File: src/rtl/dtc_pkg.sv
// Shared types and constants for the decision-tree classifier request arbiter.
package dtc_pkg;

  localparam int unsigned DTC_FEAT_W  = 12;
  localparam int unsigned DTC_CLASS_W = 3;

  typedef enum logic [1:0] {
    IDLE = 2'd0,
    EVAL = 2'd1,
    RESP = 2'd2
  } dtc_arb_state_e;

  // Requester index width; never narrower than one bit.
  function automatic int unsigned dtc_id_w(input int unsigned n);
    return (n > 1) ? $clog2(n) : 1;
  endfunction

endpackage

File: src/rtl/dtc_rr_pick.sv
// Combinational round-robin picker: first set request at or above i_ptr, wrapping upward.
module dtc_rr_pick
  import dtc_pkg::*;
#(
  parameter int unsigned NUM_REQ = 4,
  parameter int unsigned ID_W    = dtc_id_w(NUM_REQ)
) (
  input  logic [NUM_REQ-1:0] i_req,
  input  logic [ID_W-1:0]    i_ptr,
  output logic               o_valid,
  output logic [ID_W-1:0]    o_idx
);

  logic [ID_W:0] w_pos;

  always_comb begin
    o_valid = 1'b0;
    o_idx   = '0;
    w_pos   = '0;
    for (int unsigned k = 0; k < NUM_REQ; k++) begin
      // i_ptr < NUM_REQ, so a single subtraction completes the modulo
      w_pos = {1'b0, i_ptr} + (ID_W + 1)'(k);
      if (w_pos >= (ID_W + 1)'(NUM_REQ)) begin
        w_pos = w_pos - (ID_W + 1)'(NUM_REQ);
      end
      if (!o_valid && i_req[w_pos[ID_W-1:0]]) begin
        o_valid = 1'b1;
        o_idx   = w_pos[ID_W-1:0];
      end
    end
  end

endmodule

File: src/rtl/dtc_req_arbiter.sv
// Round-robin arbiter sharing one combinational decision-tree classifier among requesters.
// Define DTC_CLASS_HIST_EN to build the per-class response histogram.
module dtc_req_arbiter
  import dtc_pkg::*;
#(
  parameter  int unsigned NUM_REQ = 4,
  parameter  int unsigned FEAT_W  = DTC_FEAT_W,
  parameter  int unsigned CLASS_W = DTC_CLASS_W,
  parameter  int unsigned CNT_W   = 16,
  localparam int unsigned ID_W    = dtc_id_w(NUM_REQ)
) (
  input  logic                      clk,
  input  logic                      rst,
  input  logic [NUM_REQ-1:0]        req_valid,
  output logic [NUM_REQ-1:0]        req_ready,
  input  logic [NUM_REQ*FEAT_W-1:0] req_feat,
  output logic [FEAT_W-1:0]         dt_inp,
  input  logic [CLASS_W-1:0]        dt_outp,
  output logic                      rsp_valid,
  input  logic                      rsp_ready,
  output logic [CLASS_W-1:0]        rsp_class,
  output logic [ID_W-1:0]           rsp_id,
  output logic                      busy,
  input  logic [CLASS_W-1:0]        hist_sel,
  output logic [CNT_W-1:0]          hist_cnt
);

  dtc_arb_state_e      r_state;
  logic [ID_W-1:0]     r_rr_ptr;
  logic [ID_W-1:0]     r_id;
  logic [FEAT_W-1:0]   r_feat;
  logic [CLASS_W-1:0]  r_class;

  logic                w_grant_valid;
  logic [ID_W-1:0]     w_grant_idx;
  logic [ID_W-1:0]     w_next_ptr;
  logic [FEAT_W-1:0]   w_grant_feat;
  logic                w_rsp_fire;

  dtc_rr_pick #(
    .NUM_REQ (NUM_REQ),
    .ID_W    (ID_W)
  ) u_pick (
    .i_req   (req_valid),
    .i_ptr   (r_rr_ptr),
    .o_valid (w_grant_valid),
    .o_idx   (w_grant_idx)
  );

  assign w_grant_feat = req_feat[w_grant_idx*FEAT_W +: FEAT_W];
  assign w_next_ptr   = (w_grant_idx == ID_W'(NUM_REQ - 1)) ? '0 : w_grant_idx + ID_W'(1);
  assign w_rsp_fire   = (r_state == RESP) && rsp_ready;

  // Accept is a same-cycle handshake, so ready is driven straight from the picker
  always_comb begin
    req_ready = '0;
    if (r_state == IDLE && w_grant_valid) begin
      req_ready[w_grant_idx] = 1'b1;
    end
  end

  always_ff @(posedge clk or posedge rst) begin
    if (rst) begin
      r_state  <= IDLE;
      r_rr_ptr <= '0;
      r_id     <= '0;
      r_feat   <= '0;
      r_class  <= '0;
    end else begin
      case (r_state)
        IDLE: begin
          if (w_grant_valid) begin
            r_feat   <= w_grant_feat;
            r_id     <= w_grant_idx;
            r_rr_ptr <= w_next_ptr;
            r_state  <= EVAL;
          end
        end
        EVAL: begin
          r_class <= dt_outp;
          r_state <= RESP;
        end
        RESP: begin
          if (w_rsp_fire) begin
            r_state <= IDLE;
          end
        end
        default: r_state <= IDLE;
      endcase
    end
  end

  assign dt_inp    = r_feat;
  assign rsp_valid = (r_state == RESP);
  assign busy      = (r_state != IDLE);
  assign rsp_class = r_class;
  assign rsp_id    = r_id;

`ifdef DTC_CLASS_HIST_EN
  logic [CNT_W-1:0] r_hist [2**CLASS_W];

  always_ff @(posedge clk or posedge rst) begin
    if (rst) begin
      for (int i = 0; i < 2**CLASS_W; i++) begin
        r_hist[i] <= '0;
      end
    end else if (w_rsp_fire && (r_hist[r_class] != '1)) begin
      r_hist[r_class] <= r_hist[r_class] + CNT_W'(1);
    end
  end

  assign hist_cnt = r_hist[hist_sel];
`else
  logic w_unused_hist_sel;
  assign w_unused_hist_sel = ^hist_sel;
  assign hist_cnt          = '0;
`endif

endmodule
File: config.mk
export PLATFORM = sky130hd
export DESIGN_NAME = dtc_req_arbiter
export DESIGN_NICKNAME = d
export VERILOG_FILES = /design/src/rtl/dtc_pkg.sv /design/src/rtl/dtc_rr_pick.sv /design/src/rtl/dtc_req_arbiter.sv
export SDC_FILE = /design/constraint.sdc
export NUM_CORES = 1
export LEC_CHECK = 0
export CAP_MARGIN = 20
export CORE_MARGIN = 2
export CORE_UTILIZATION = 31
export CTS_CLUSTER_SIZE = 8
export DETAILED_ROUTE_END_ITERATION = 10
export PLACE_DENSITY = 0.85
export SKIP_CTS_REPAIR_TIMING = 1
export SLEW_MARGIN = 40
export SYNTH_ARGS = -nofsm -noshare
export SYNTH_HDL_FRONTEND = slang
export SYNTH_SLANG_ARGS = --single-unit
File: constraint.sdc
create_clock -name clk -period 1.9 [get_ports clk]
set_input_delay 0.38 -clock clk [delete_from_list [all_inputs] [get_ports clk]]
set_output_delay 0.38 -clock clk [all_outputs]
set_load 0.01 [all_outputs]
* Word-level counts from Yosys, hierarchy flattened
Index checks and enable logic that the tools add are counted.
** Storage, ports and cells
- Register bits :: 21
- Bits of input ports :: 61
- Output and inout bits :: 39
** Operators by class
- Add/subtract/negate cells :: 8
- Multipliers :: 1
- Magnitude comparators :: 10
- Equality and inequality tests :: 5
- Shift-type cells :: 1
- Multiplexer cells :: 27
- Reductions and logical operators :: 13
** Operators by type and width (number)
- $shiftx A48 B7 Y12 :: 1
- $mux W2 :: 11
- $lt A2 B3 Y1 const B :: 5
- $ge A3 B3 Y1 const B :: 3
- $mux W1 :: 9
- $bmux W1 S2 :: 4
- $sub A2 B1 Y2 const B :: 4
- $add A2 B2 Y3 const B :: 2
- $logic_and A1 B1 Y1 :: 6
- $pmux W2 S3 :: 1
- $eq A2 B2 Y1 const B :: 2
- $mul A2 B2 Y4 const B :: 1
- $mux W4 :: 1
- $reduce_and A2 Y1 :: 2
- $add A2 B1 Y3 const B :: 1
- $ge A2 B3 Y1 const B :: 1
- $logic_not A1 Y1 :: 3
- $add A2 B1 Y2 const B :: 1
- $demux W1 S2 :: 1
- $eq A2 B1 Y1 const B :: 1
- $ge A2 B1 Y1 const B :: 1
- $logic_not A2 Y1 :: 1
- $ne A2 B1 Y1 const B :: 1
- $ne A2 B2 Y1 const B :: 1
- $reduce_bool A2 Y1 :: 1

* Logic depth before layout (Yosys ltp)
Gate-level depths: netlist (run 1).
- Depth after elaboration :: 19
- Gate-level depth with buffers :: 9

* Modules after synthesis
From an unflattened synthesis (run 1), not the netlist that was laid out.
** Unflattened totals
- Cells, all modules :: 107
- Area, all modules :: 1426.4 µm²
** Modules (own cells, without submodules)
- dtc_req_arbiter :: times used 1, cells each 92, area each 1348.8 µm², sequential area each 525.5 µm²
- dtc_rr_pick :: times used 1, cells each 15, area each 77.6 µm², sequential area each 0.0 µm²

* Least setup slack after synthesis (run 1)
No wires, ideal clock.
- Kind :: input port to output port
- From :: in req_valid[2]
- To :: out req_ready[3]
- Arrival time :: 1542 ps
- Slack :: -22 ps
- Stages on the path :: 8
- Path through :: nor2b_4 a21o_1 a211o_1 buf_6 buf_6 inv_2 ha_1 and2_1
** Between the ends
- Longest elaborated chain between the ends :: 17
- Elaborated cells on any way between the ends :: 29
** Ends and longest elaborated chain
- start, declared :: RTL line dtc_req_arbiter.sv:14 : input logic [NUM_REQ-1:0] req_valid,
- $bmux W1 S2 :: RTL line dtc_rr_pick.sv:26 : if (!o_valid && i_req[w_pos[ID_W-1:0]]) begin
- $mux W1 (not written as such) :: RTL line dtc_rr_pick.sv:26
- $mux W1 :: RTL line dtc_rr_pick.sv:26
- $logic_not A1 Y1 :: RTL line dtc_rr_pick.sv:26
- $logic_and A1 B1 Y1 :: RTL line dtc_rr_pick.sv:26
- $mux W1 :: RTL line dtc_rr_pick.sv:26
- $logic_not A1 Y1 :: RTL line dtc_rr_pick.sv:26
- $logic_and A1 B1 Y1 :: RTL line dtc_rr_pick.sv:26
- $mux W1 :: RTL line dtc_rr_pick.sv:26
- $logic_not A1 Y1 :: RTL line dtc_rr_pick.sv:26
- $logic_and A1 B1 Y1 :: RTL line dtc_rr_pick.sv:26
- $mux W2 :: RTL line dtc_rr_pick.sv:26
- $lt A2 B3 Y1 (not written as such) or $ge A2 B1 Y1 (tied branches) :: RTL line dtc_req_arbiter.sv:58 : req_ready[w_grant_idx] = 1'b1;
- $logic_and A1 B1 Y1 (not written as such) :: RTL line dtc_req_arbiter.sv:58
- $mux W1 (not written as such) :: RTL line dtc_req_arbiter.sv:58
- $demux W1 S2 :: RTL line dtc_req_arbiter.sv:58
- $mux W4 * :: RTL line dtc_req_arbiter.sv:57 : if (r_state == IDLE && w_grant_valid) begin
- end, declared :: RTL line dtc_req_arbiter.sv:15 : output logic [NUM_REQ-1:0] req_ready,
Every way passes the cells marked *; elsewhere a longest branch is shown, timed or not. The select of a mux whose other input is x is not followed.

* Worst setup path after layout (run 1)
- From :: reg r_rr_ptr[0]
- To :: out req_ready[3]
** Between the ends
- Longest elaborated chain between the ends :: 19
- Elaborated cells on any way between the ends :: 44
** Ends and longest elaborated chain
- start, declared :: RTL line dtc_req_arbiter.sv:29 : logic [ID_W-1:0] r_rr_ptr;
- start signal, assigned :: RTL line dtc_req_arbiter.sv:75 : r_rr_ptr <= w_next_ptr;
- branches (longest 18 deep; another with $add A2 B1 Y3)
- $mux W4 * :: RTL line dtc_req_arbiter.sv:57
Mark *: on every way between the ends. The select of a mux whose other input is x is not followed.

==> results of run 1 <==
[Yosys cell counts, drive strengths merged]
cell / number / share of area
a21o: 3 / 0.017
a21oi: 4 / 0.015
o21ai: 1 / 0.0038
nor3: 2 / 0.0075
conb: 1 / 0.0028
or2: 1 / 0.0047
clkbuf: 2 / 0.0056
o32a: 1 / 0.0075
mux2: 3 / 0.025
a211o: 1 / 0.0066
and2: 1 / 0.0047
o221ai: 12 / 0.079
nand2: 18 / 0.051
nand2b: 5 / 0.023
buf: 21 / 0.12
ha: 1 / 0.0094
nor2b: 1 / 0.010
mux2i: 24 / 0.18
nor2: 4 / 0.011
dfrtp: 21 / 0.39
inv: 6 / 0.017
[kinds of logic after synthesis]
| group | share of synthesized area |
|---|---|
| adders and majority gates | 0.00940 |
| DFF | 0.395 |
| AOI/OAI and AO/OA | 0.129 |
| and+or+nand+nor | 0.113 |
| other | 0.00282 |
| muxes | 0.206 |
| buffers and inverters | 0.146 |
[registers in the layout, summed over array words and instances (netlist names)]
signal / cells
dt_inp: 12
r_rr_ptr: 2
r_state: 2
rsp_class: 3
rsp_id: 2
[final timing paths]
check	startpoint	cells past startpoint	slack (ns)	to
min in group clk	rsp_id[0]	1	0.48	rsp_id[0]
worst max-delay path	r_rr_ptr[0]	6	-0.13	req_ready[3]
worst min register to register	rsp_id[0]	1	0.48	rsp_id[0]
worst max register to register	r_rr_ptr[0]	7	0.18	dt_inp[2]
max in group asynchronous	rst	3	1.14	r_rr_ptr[0]
worst min-delay path	rst	2	0.34	rsp_class[0]
[area by class of cell]
cell class | count | area share
Clock buffer | 4 | 0.0191
Inverter | 6 | 0.00957
Multi-Input combinational cell | 98 | 0.297
Sequential cell | 21 | 0.224
Tap cell | 50 | 0.0266
Timing Repair Buffer | 105 | 0.424
[critical path: stages, from the launching register on]
cell and delay (ns):
dfrtp_2 0.41, nor2b_4 0.05, o32a_1 0.39, buf_6 0.15, ha_4 0.14, and2_4 0.13
buf_6 0.11
[routing by layer]
layer	vias to the layer above	global-route usage	share of wire
met2	60	0.297	0.53
met3	2	0.0392	0.066
met1	613	0.186	0.40
li1	634	-	-
met5	-	0	0
met4	0	0.0196	0.0020
[where the power goes]
group | internal, uW | switching, uW
combinational | 1100 | 857
clock | 149 | 142
sequential | 678 | 136
[per-stage QoR]
step | std cells | instance area, sq um | util
2_1_floorplan | 148 | 1390 | -
3_3_place_gp | 276 | 2240 | 0.552
3_5_place_dp | 276 | 2240 | 0.552
4_1_cts | 280 | 2280 | 0.563
5_1_grt | 284 | 2350 | 0.580
6_report | 284 | 2350 | 0.580
==> out/qor.tcl, run 1 <==
set qor(antenna_found_initial) 0
set qor(final_critical_path_setup_slack_ns) -0.130
set qor(numCtsBuffers) 3
set qor(die_width_um) 69.5
set qor(timing.critical_path.from_type) {flip-flop}
set qor(finalSetupViolations) 4
set qor(length_of_the_first_detailed_routing_pass_in_iterations) 4
set qor(drt_drc_violations_left) 0
set qor(drive_above_1_share) 0.188
set qor(drt-initial-drc-count) 23
set qor(synth.lib_cells_used.distinct) 24
set qor(syn-cell-area_sq_um) 1330
set qor(highest_achievable_clock_rate_mhz) 493
set qor(cts_tree) {yes}
set qor(worst_setup_path_end_kind) {primary output}
set qor(finalCritPeriodShare) 1.07
set qor(fillers) 367
set qor(drtAntennaViolNets) 0
set qor(clock_tree.htree_level_count) 1
set qor(postSynthAreaPerCell_sq_um) 10.0
set qor(number_of_antenna_diodes) 0
set qor(finalWeightedCongestion) 0.800
set qor(final_common_cell) {clkdlybuf4s50_1}
set qor(synthesis.instances) 133
set qor(nNetsFinal) 297
set qor(power.density_cell_area_nw_per_um2) 1300
set qor(outcome) {complete, but fails checks}
set qor(first_global_vias) 1342
set qor(final.min_clock_period_ns) 2.03
set qor(p_leak_uw) 0.00117
set qor(place_hpwl_um) 3180
set qor(top_level_ports) 100
set qor(die-area_sq_um) 4830
set qor(timing_max_transition_violations_final) 0
set qor(numClockSinks) 21
set qor(worst_clock_skew_ns) 0.00303
set qor(grt_pass1_wl_um) 6280
set qor(cts.path.max_buffers) 2
set qor(grt_start_max_net_pins) 18
set qor(syn2layout_area_growth_pct) 76.7
set qor(number_of_register_bits_inferred_by_synthesis) 21
set qor(timing_worst_setup_path_type) {reg -> out}
set qor(ctsRootBufferMaster) {clkbuf_8}
set qor(grt_setup_unrepaired) {true}
set qor(synth_warnings) 0
set qor(report.power.total_uw) 3060
set qor(detail_route.vias_per_cell) 4.61
set qor(clock_latency_on_the_worst_skew_pair_ns) 0.26
set qor(multi_input_comb_area_sq_um) 698
set qor(cp.arrival_ns) 1.65
set qor(whs_ns) 0.343
set qor(drv.max_cap_violation_count) 0
set qor(grt_remaining_overflow) 0
set qor(cts_clock_pin_slew_for_the_worst_setup_and_hold_paths_ns) 0.08
set qor(synth_sequential_area_ratio) 0.395
set qor(timing.final.hold_violations) 0
set qor(row_count) 23
set qor(crit_required_ns) 1.52
set qor(layout.cells.most_common_list) {clkdlybuf4s50_1, mux2i_1, buf_4, dfrtp_1, nand2_1}
set qor(seq_area_sq_um) 527
set qor(avgRoutedWirePerCell_um) 14.0
set qor(timing.critical_path.fanout_max) 4
set qor(port_buffers) 80
set qor(globalRouteTotalUtil) 0.158
set qor(dieHeight_um) 69.5
set qor(start_util) 0.328
set qor(maximum_vdd_drop_v) 0.000531
set qor(holdCritPathClass) {in -> async}
set qor(dp_slack_ns) -0.760
set qor(core_region_area_sq_um) 4060
set qor(dr_total_vias) 1309
set qor(failed_checks) {setup timing}
set qor(overall_routed_net_length_um) 3980
set qor(tns_ns) -0.338
Power figures use the tool's default switching activity.
==> inputs of run 2 (changes only) <==
PLACE_DENSITY = 0.8   (was 0.85)
==> out/qor.tcl, run 2 (same netlist as run 1, synthesis figures left out) <==
set qor(outcome) {complete, but fails checks}
set qor(failed_checks) {setup timing}
set qor(ctsRootBufferMaster) {clkbuf_8}
set qor(crit_required_ns) 1.52 ;# about the same
set qor(dpl.cell_count) 273 ;# -1.1%
set qor(start_util) 0.328 ;# unchanged
set qor(timing.final.hold_violations) 0 ;# unchanged
set qor(place_hpwl_um) 2780 ;# -13%
set qor(maximum_vdd_drop_v) 0.000682 ;# +28%
set qor(worst_clock_skew_ns) 0.00140 ;# -0.00163 ns
set qor(cts.path.max_buffers) 2 ;# unchanged
set qor(clock_tree.htree_level_count) 1 ;# unchanged
set qor(regToRegEndpoint) {dt_inp[2]}
set qor(finalSetupViolations) 4 ;# unchanged
set qor(detail_route.vias_per_cell) 4.64 ;# +0.71%
set qor(final_common_cell) {clkdlybuf4s50_1}
set qor(multi_input_comb_area_sq_um) 694 ;# -0.54%
set qor(globalRouteTotalUtil) 0.148 ;# -0.0108
set qor(drive_above_1_share) 0.177 ;# -0.0113
set qor(numClockSinks) 21 ;# unchanged
set qor(number_of_antenna_diodes) 0 ;# unchanged
set qor(port_buffers) 80 ;# unchanged
set qor(cpLargestDelayFamily) {compound AO/OA/AOI/OAI gates}
set qor(row_count) 23 ;# unchanged
set qor(drtAntennaViolNets) 0 ;# unchanged
set qor(die-area_sq_um) 4830 ;# unchanged
set qor(numCtsBuffers) 3 ;# unchanged
set qor(p_leak_uw) 0.00115 ;# -1.4%
set qor(dieHeight_um) 69.5 ;# unchanged
set qor(core_region_area_sq_um) 4060 ;# unchanged
set qor(critical-path-max-stage-delay_ns) 0.41 ;# about the same
set qor(drt-initial-drc-count) 36 ;# +57%
set qor(final_critical_path_setup_slack_ns) -0.133 ;# -0.00302 ns
set qor(worst-path-stages) 6 ;# unchanged
set qor(timing_max_transition_violations_final) 0 ;# unchanged
set qor(grt_start_max_net_pins) 22 ;# +4
set qor(seq_area_sq_um) 527 ;# unchanged
set qor(syn2layout_area_growth_pct) 74.8
set qor(top_level_ports) 100 ;# unchanged
set qor(fillers) 373 ;# +1.6%
set qor(dr_total_vias) 1309 ;# unchanged
set qor(drt_drc_violations_left) 0 ;# unchanged
set qor(worst_setup_path_end_kind) {primary output}
set qor(finalWeightedCongestion) 0.708 ;# -11%
set qor(critical_path_buf_inv_count) 2 ;# unchanged
set qor(cp.arrival_ns) 1.65 ;# about the same
set qor(crit_path_cell_chain) {a21oi_1, o32a_1, buf_4, ha_4, and2_4, buf_6}
set qor(timing.critical_path.from_type) {flip-flop}
set qor(dp_slack_ns) -0.787 ;# -0.0273 ns
set qor(slowest_stage) {dfrtp_2}
set qor(timing.reg2reg.setup_slack_ns) 0.19 ;# about the same
set qor(reg2reg_from) {r_rr_ptr[0]}
set qor(die_width_um) 69.5 ;# unchanged
set qor(largest_register_ffs) 12 ;# unchanged
set qor(whs_ns) 0.443 ;# +0.0997 ns
set qor(cts_tree) {yes}
set qor(timing.critical_path.to) {req_ready[3]}
set qor(clock_latency_on_the_worst_skew_pair_ns) 0.25 ;# about the same
set qor(worstSetupStartpoint) {r_rr_ptr[1]}
set qor(avgRoutedWirePerCell_um) 12.8 ;# -9.1%
set qor(finalCritPeriodShare) 1.07 ;# +0.00159
set qor(highest_achievable_clock_rate_mhz) 492 ;# -0.15%
set qor(timing_worst_setup_path_type) {reg -> out}
set qor(length_of_the_first_detailed_routing_pass_in_iterations) 4 ;# unchanged
set qor(cts_clock_pin_slew_for_the_worst_setup_and_hold_paths_ns) 0.07 ;# about the same
set qor(antenna_found_initial) 0 ;# unchanged
set qor(reg2reg_depth) 7 ;# unchanged
set qor(grt_setup_unrepaired) {true}
set qor(overall_routed_net_length_um) 3600 ;# -9.7%
set qor(post_layout_nonfiller_instances) 282 ;# -0.70%
set qor(nNetsFinal) 295 ;# -0.67%
set qor(report.power.total_uw) 3000 ;# -1.9%
set qor(power.density_cell_area_nw_per_um2) 1290 ;# -0.87%
set qor(final.min_clock_period_ns) 2.03 ;# +0.00302 ns
set qor(drv.max_cap_violation_count) 0 ;# unchanged
set qor(layout.cells.most_common_list) {clkdlybuf4s50_1, mux2i_1, buf_4, dfrtp_1, nand2_1}
set qor(grt_remaining_overflow) 0 ;# unchanged
set qor(grt_pass1_wl_um) 5870 ;# -6.6%
set qor(first_global_vias) 1285 ;# -4.2%
set qor(timing.critical_path.fanout_max) 5 ;# +1
set qor(holdCritPathClass) {in -> async}
run 2: cell types whose count changed in the layout (fill, tap and decap cells not counted):
cell	change
a21o_4	-1
dlymetal6s2s_1	-1
inv_1	+1
clkdlybuf4s50_1	+1
inv_2	-1
a21o_1	+1
clkbuf_2	-1
a21oi_2	+1
buf_6	-1
buf_2	+1
buf_4	-1
a21oi_1	-1
run 2: metal layers:
| metal | GRT usage | part of all wire |
|---|---|---|
| met1 | 0.193 | 0.41 |
| met5 | 0 | 0 |
| met2 | 0.225 | 0.48 |
| met3 | 0.0480 | 0.092 |
| met4 | 0.0566 | 0.017 |
run 2: through the flow:
| stage | cell area, sq um | utilization | TNS (ns) |
|---|---|---|---|
| 3_5_place_dp | 2220 | 0.546 | -6.94 |
| 5_1_grt | 2330 | 0.574 | -0.684 |
| 2_1_floorplan | 1390 | - | -0.0485 |
| 4_1_cts | 2260 | 0.558 | -3.86 |
| 6_report | 2330 | 0.574 | -0.427 |
| 3_3_place_gp | 2220 | 0.546 | -6.34 |
run 2: power by group:
part	switching [uW]	internal [uW]	leakage, uW	total (uW)
logic	824	1080	0.000876	1910
clock network	140	149	0.0000228	289
registers	127	677	0.000254	804
run 2: worst reg2reg max path, cell delays in order, from the launching register on:
cell and delay (ns):
dfrtp_1 0.41, nor2b_4 0.06, a21o_1 0.15, a211o_1 0.33, buf_4 0.15, buf_6 0.16, mux2i_1 0.18, o221ai_1 0.14
run 2: cell type report:
class | instances | share of cell area
multi-input cells | 98 | 0.298
clock buffers | 4 | 0.0194
inverters | 6 | 0.00968
well taps | 50 | 0.0269
flip-flops and latches | 21 | 0.226
repair buffers | 103 | 0.419
run 2: worst min path at each step:
stage	startpoint	to	slack (ns)	depth (start not counted)
floorplan	rst	dt_inp[0]	0.36	1
global placement	rsp_id[0]	rsp_id[0]	0.46	1
detailed placement	rsp_id[1]	rsp_id[1]	0.47	2
CTS	rst	dt_inp[0]	0.45	3
global route	rst	dt_inp[0]	0.50	3
finish	rst	dt_inp[0]	0.44	3
==> inputs of run 3 (changes only) <==
--- a/constraint.sdc
+++ b/constraint.sdc
@@ -3,2 +3,2 @@
 set_output_delay 0.38 -clock clk [all_outputs]
-set_load 0.01 [all_outputs]
+set_load 0.02 [all_outputs]
==> out/qor.tcl, run 3 (same netlist as run 1, synthesis figures left out) <==
set qor(outcome) {complete, but fails checks}
set qor(failed_checks) {setup timing}
set qor(overall_routed_net_length_um) 3710 ;# +3.0%
set qor(timing_worst_setup_path_type) {reg -> out}
set qor(antenna_found_initial) 0 ;# unchanged
set qor(top_level_ports) 100 ;# unchanged
set qor(dieHeight_um) 69.5 ;# unchanged
set qor(p_int_uw) 1920 ;# +0.65%
set qor(clock_tree.htree_level_count) 1 ;# unchanged
set qor(port_buffers) 80 ;# unchanged
set qor(seq_area_sq_um) 527 ;# unchanged
set qor(timing_max_transition_violations_final) 0 ;# unchanged
set qor(final_critical_path_setup_slack_ns) -0.189 ;# -0.0563 ns
set qor(regToRegEndpoint) {dt_inp[3]}
set qor(row_count) 23 ;# unchanged
set qor(clock_latency_on_the_worst_skew_pair_ns) 0.26 ;# about the same
set qor(place_hpwl_um) 2910 ;# +4.7%
set qor(timing.reg2reg.setup_slack_ns) 0.02 ;# -0.17 ns
set qor(finalWeightedCongestion) 0.810 ;# +14%
set qor(largest_register_ffs) 12 ;# unchanged
set qor(critical_path_buf_inv_count) 2 ;# unchanged
set qor(switchingPower_uw) 1320 ;# +21%
set qor(grt_setup_unrepaired) {true}
set qor(crit_path_cell_chain) {nor2b_4, a21o_1, a211o_4, inv_8, ha_4, and2_4, buf_6}
set qor(avgRoutedWirePerCell_um) 13.3 ;# +4.1%
set qor(multi_input_comb_area_sq_um) 728 ;# +4.9%
set qor(timing.final.hold_violations) 0 ;# unchanged
set qor(drtAntennaViolNets) 0 ;# unchanged
set qor(whs_ns) 0.441 ;# -0.00249 ns
set qor(cpLargestDelayFamily) {compound AO/OA/AOI/OAI gates}
set qor(final_common_cell) {clkdlybuf4s50_1}
set qor(timing.critical_path.fanout_max) 3 ;# -2
set qor(grt_start_max_net_pins) 26 ;# +18%
set qor(reg2reg_depth) 6 ;# -1
set qor(utilization_of_the_core_after_routing) 0.582 ;# +0.00802
set qor(maximum_vdd_drop_v) 0.000517 ;# -24%
set qor(comb_power_share) 0.660 ;# +0.024
set qor(syn2layout_area_growth_pct) 77.3
set qor(layout.cells.most_common_list) {clkdlybuf4s50_1, mux2i_1, buf_4, dfrtp_1, nand2_1}
set qor(die-area_sq_um) 4830 ;# unchanged
set qor(report.power.total_uw) 3240 ;# +7.9%
set qor(worst_clock_skew_ns) 0.00143 ;# +0.0000240 ns
set qor(crit_required_ns) 1.52 ;# about the same
set qor(finalSetupViolations) 4 ;# unchanged
set qor(nNetsFinal) 292 ;# -1.0%
set qor(finalCritPeriodShare) 1.10 ;# +0.0296
set qor(reg2reg_from) {r_rr_ptr[0]}
set qor(globalRouteTotalUtil) 0.154 ;# +0.00680
set qor(slowest_stage) {dfrtp_1}
set qor(ctsRootBufferMaster) {clkbuf_8}
set qor(share_clk_of_total_power) 0.090 ;# -0.006
set qor(dr_total_vias) 1276 ;# -2.5%
set qor(cts.path.max_buffers) 2 ;# unchanged
set qor(start_util) 0.328 ;# unchanged
set qor(cts_clock_pin_slew_for_the_worst_setup_and_hold_paths_ns) 0.07 ;# about the same
set qor(holdCritPathClass) {in -> async}
set qor(numCtsBuffers) 3 ;# unchanged
set qor(number_of_antenna_diodes) 0 ;# unchanged
set qor(worst_setup_path_end_kind) {primary output}
set qor(fillers) 355 ;# -4.8%
set qor(drv.max_cap_violation_count) 0 ;# unchanged
set qor(timing.critical_path.from_type) {flip-flop}
set qor(grt_pass1_wl_um) 6110 ;# +4.2%
set qor(p_sw_frac) 0.406 ;# +0.0428
set qor(final.min_clock_period_ns) 2.09 ;# +0.0563 ns
set qor(highest_achievable_clock_rate_mhz) 479 ;# -2.7%
set qor(cts_tree) {yes}
set qor(length_of_the_first_detailed_routing_pass_in_iterations) 4 ;# unchanged
set qor(critical-path-max-stage-delay_ns) 0.42 ;# about the same
set qor(numClockSinks) 21 ;# unchanged
set qor(p_leak_uw) 0.00116 ;# +0.26%
set qor(grt_remaining_overflow) 0 ;# unchanged
set qor(drive_above_1_share) 0.183 ;# +0.00668
set qor(drt_drc_violations_left) 0 ;# unchanged
set qor(die_width_um) 69.5 ;# unchanged
set qor(power.density_cell_area_nw_per_um2) 1370 ;# +6.4%
set qor(drt-initial-drc-count) 19 ;# -47%
set qor(first_global_vias) 1333 ;# +3.7%
set qor(seq_power_share) 0.251 ;# -0.017
set qor(detail_route.vias_per_cell) 4.57 ;# -1.5%
set qor(cp.arrival_ns) 1.71 ;# +0.06 ns
set qor(core_region_area_sq_um) 4060 ;# unchanged
run 3: cell type report:
type                            instances  area share
Timing Repair Buffer                  100       0.410
Multi-Input combinational cell         98       0.309
Sequential cell                        21       0.223
Clock buffer                            4      0.0191
Inverter                                6      0.0127
Tap cell                               50      0.0265
run 3: worst max-delay path by stage:
stage / startpoint / end / slack, ns / cells after the start
floorplan: req_valid[2] / req_ready[3] / -0.004 / 8
global placement: req_valid[2] / req_ready[3] / -0.89 / 8
detailed placement: req_valid[2] / req_ready[3] / -0.91 / 8
CTS: req_valid[2] / req_ready[3] / -0.92 / 8
global route: r_rr_ptr[0] / req_ready[3] / -0.25 / 7
finish: r_rr_ptr[0] / req_ready[3] / -0.19 / 7
run 3: worst min-delay path: cells and delay by family:
kind                   cells  cell delay (ns)
buffers and inverters      3             0.70
run 3: power groups by stage:
stage | clock network [uW] | registers, uW | logic [uW]
6_report | 290 | 812 | 2140
5_1_grt | 322 | 843 | 2340
4_1_cts | 308 | 807 | 2120
3_5_place_dp | 0 | 812 | 2110
3_3_place_gp | 0 | 801 | 2080
2_1_floorplan | 0 | 1020 | 1030
run 3: metal layers:
| layer | wire length [um] | up-vias | part of all wire | track usage |
|---|---|---|---|---|
| li1 | - | 626 | - | - |
| met1 | 1520 | 591 | 0.41 | 0.186 |
| met2 | 1870 | 55 | 0.50 | 0.267 |
| met3 | 276 | 4 | 0.074 | 0.0436 |
| met4 | 36 | 0 | 0.0097 | 0.0458 |
| met5 | 0 | - | 0 | 0 |
run 3: per-stage QoR:
stage	setup TNS [ns]	instances	instance area, sq um	setup slack, ns
after detailed placement	-10.44	273	2250	-0.912
final	-0.635	279	2360	-0.189
after floorplan	-0.00396	148	1430	-0.00396
after global routing	-1.64	279	2360	-0.254
after global placement	-9.77	273	2250	-0.888
after CTS	-6.33	277	2290	-0.918
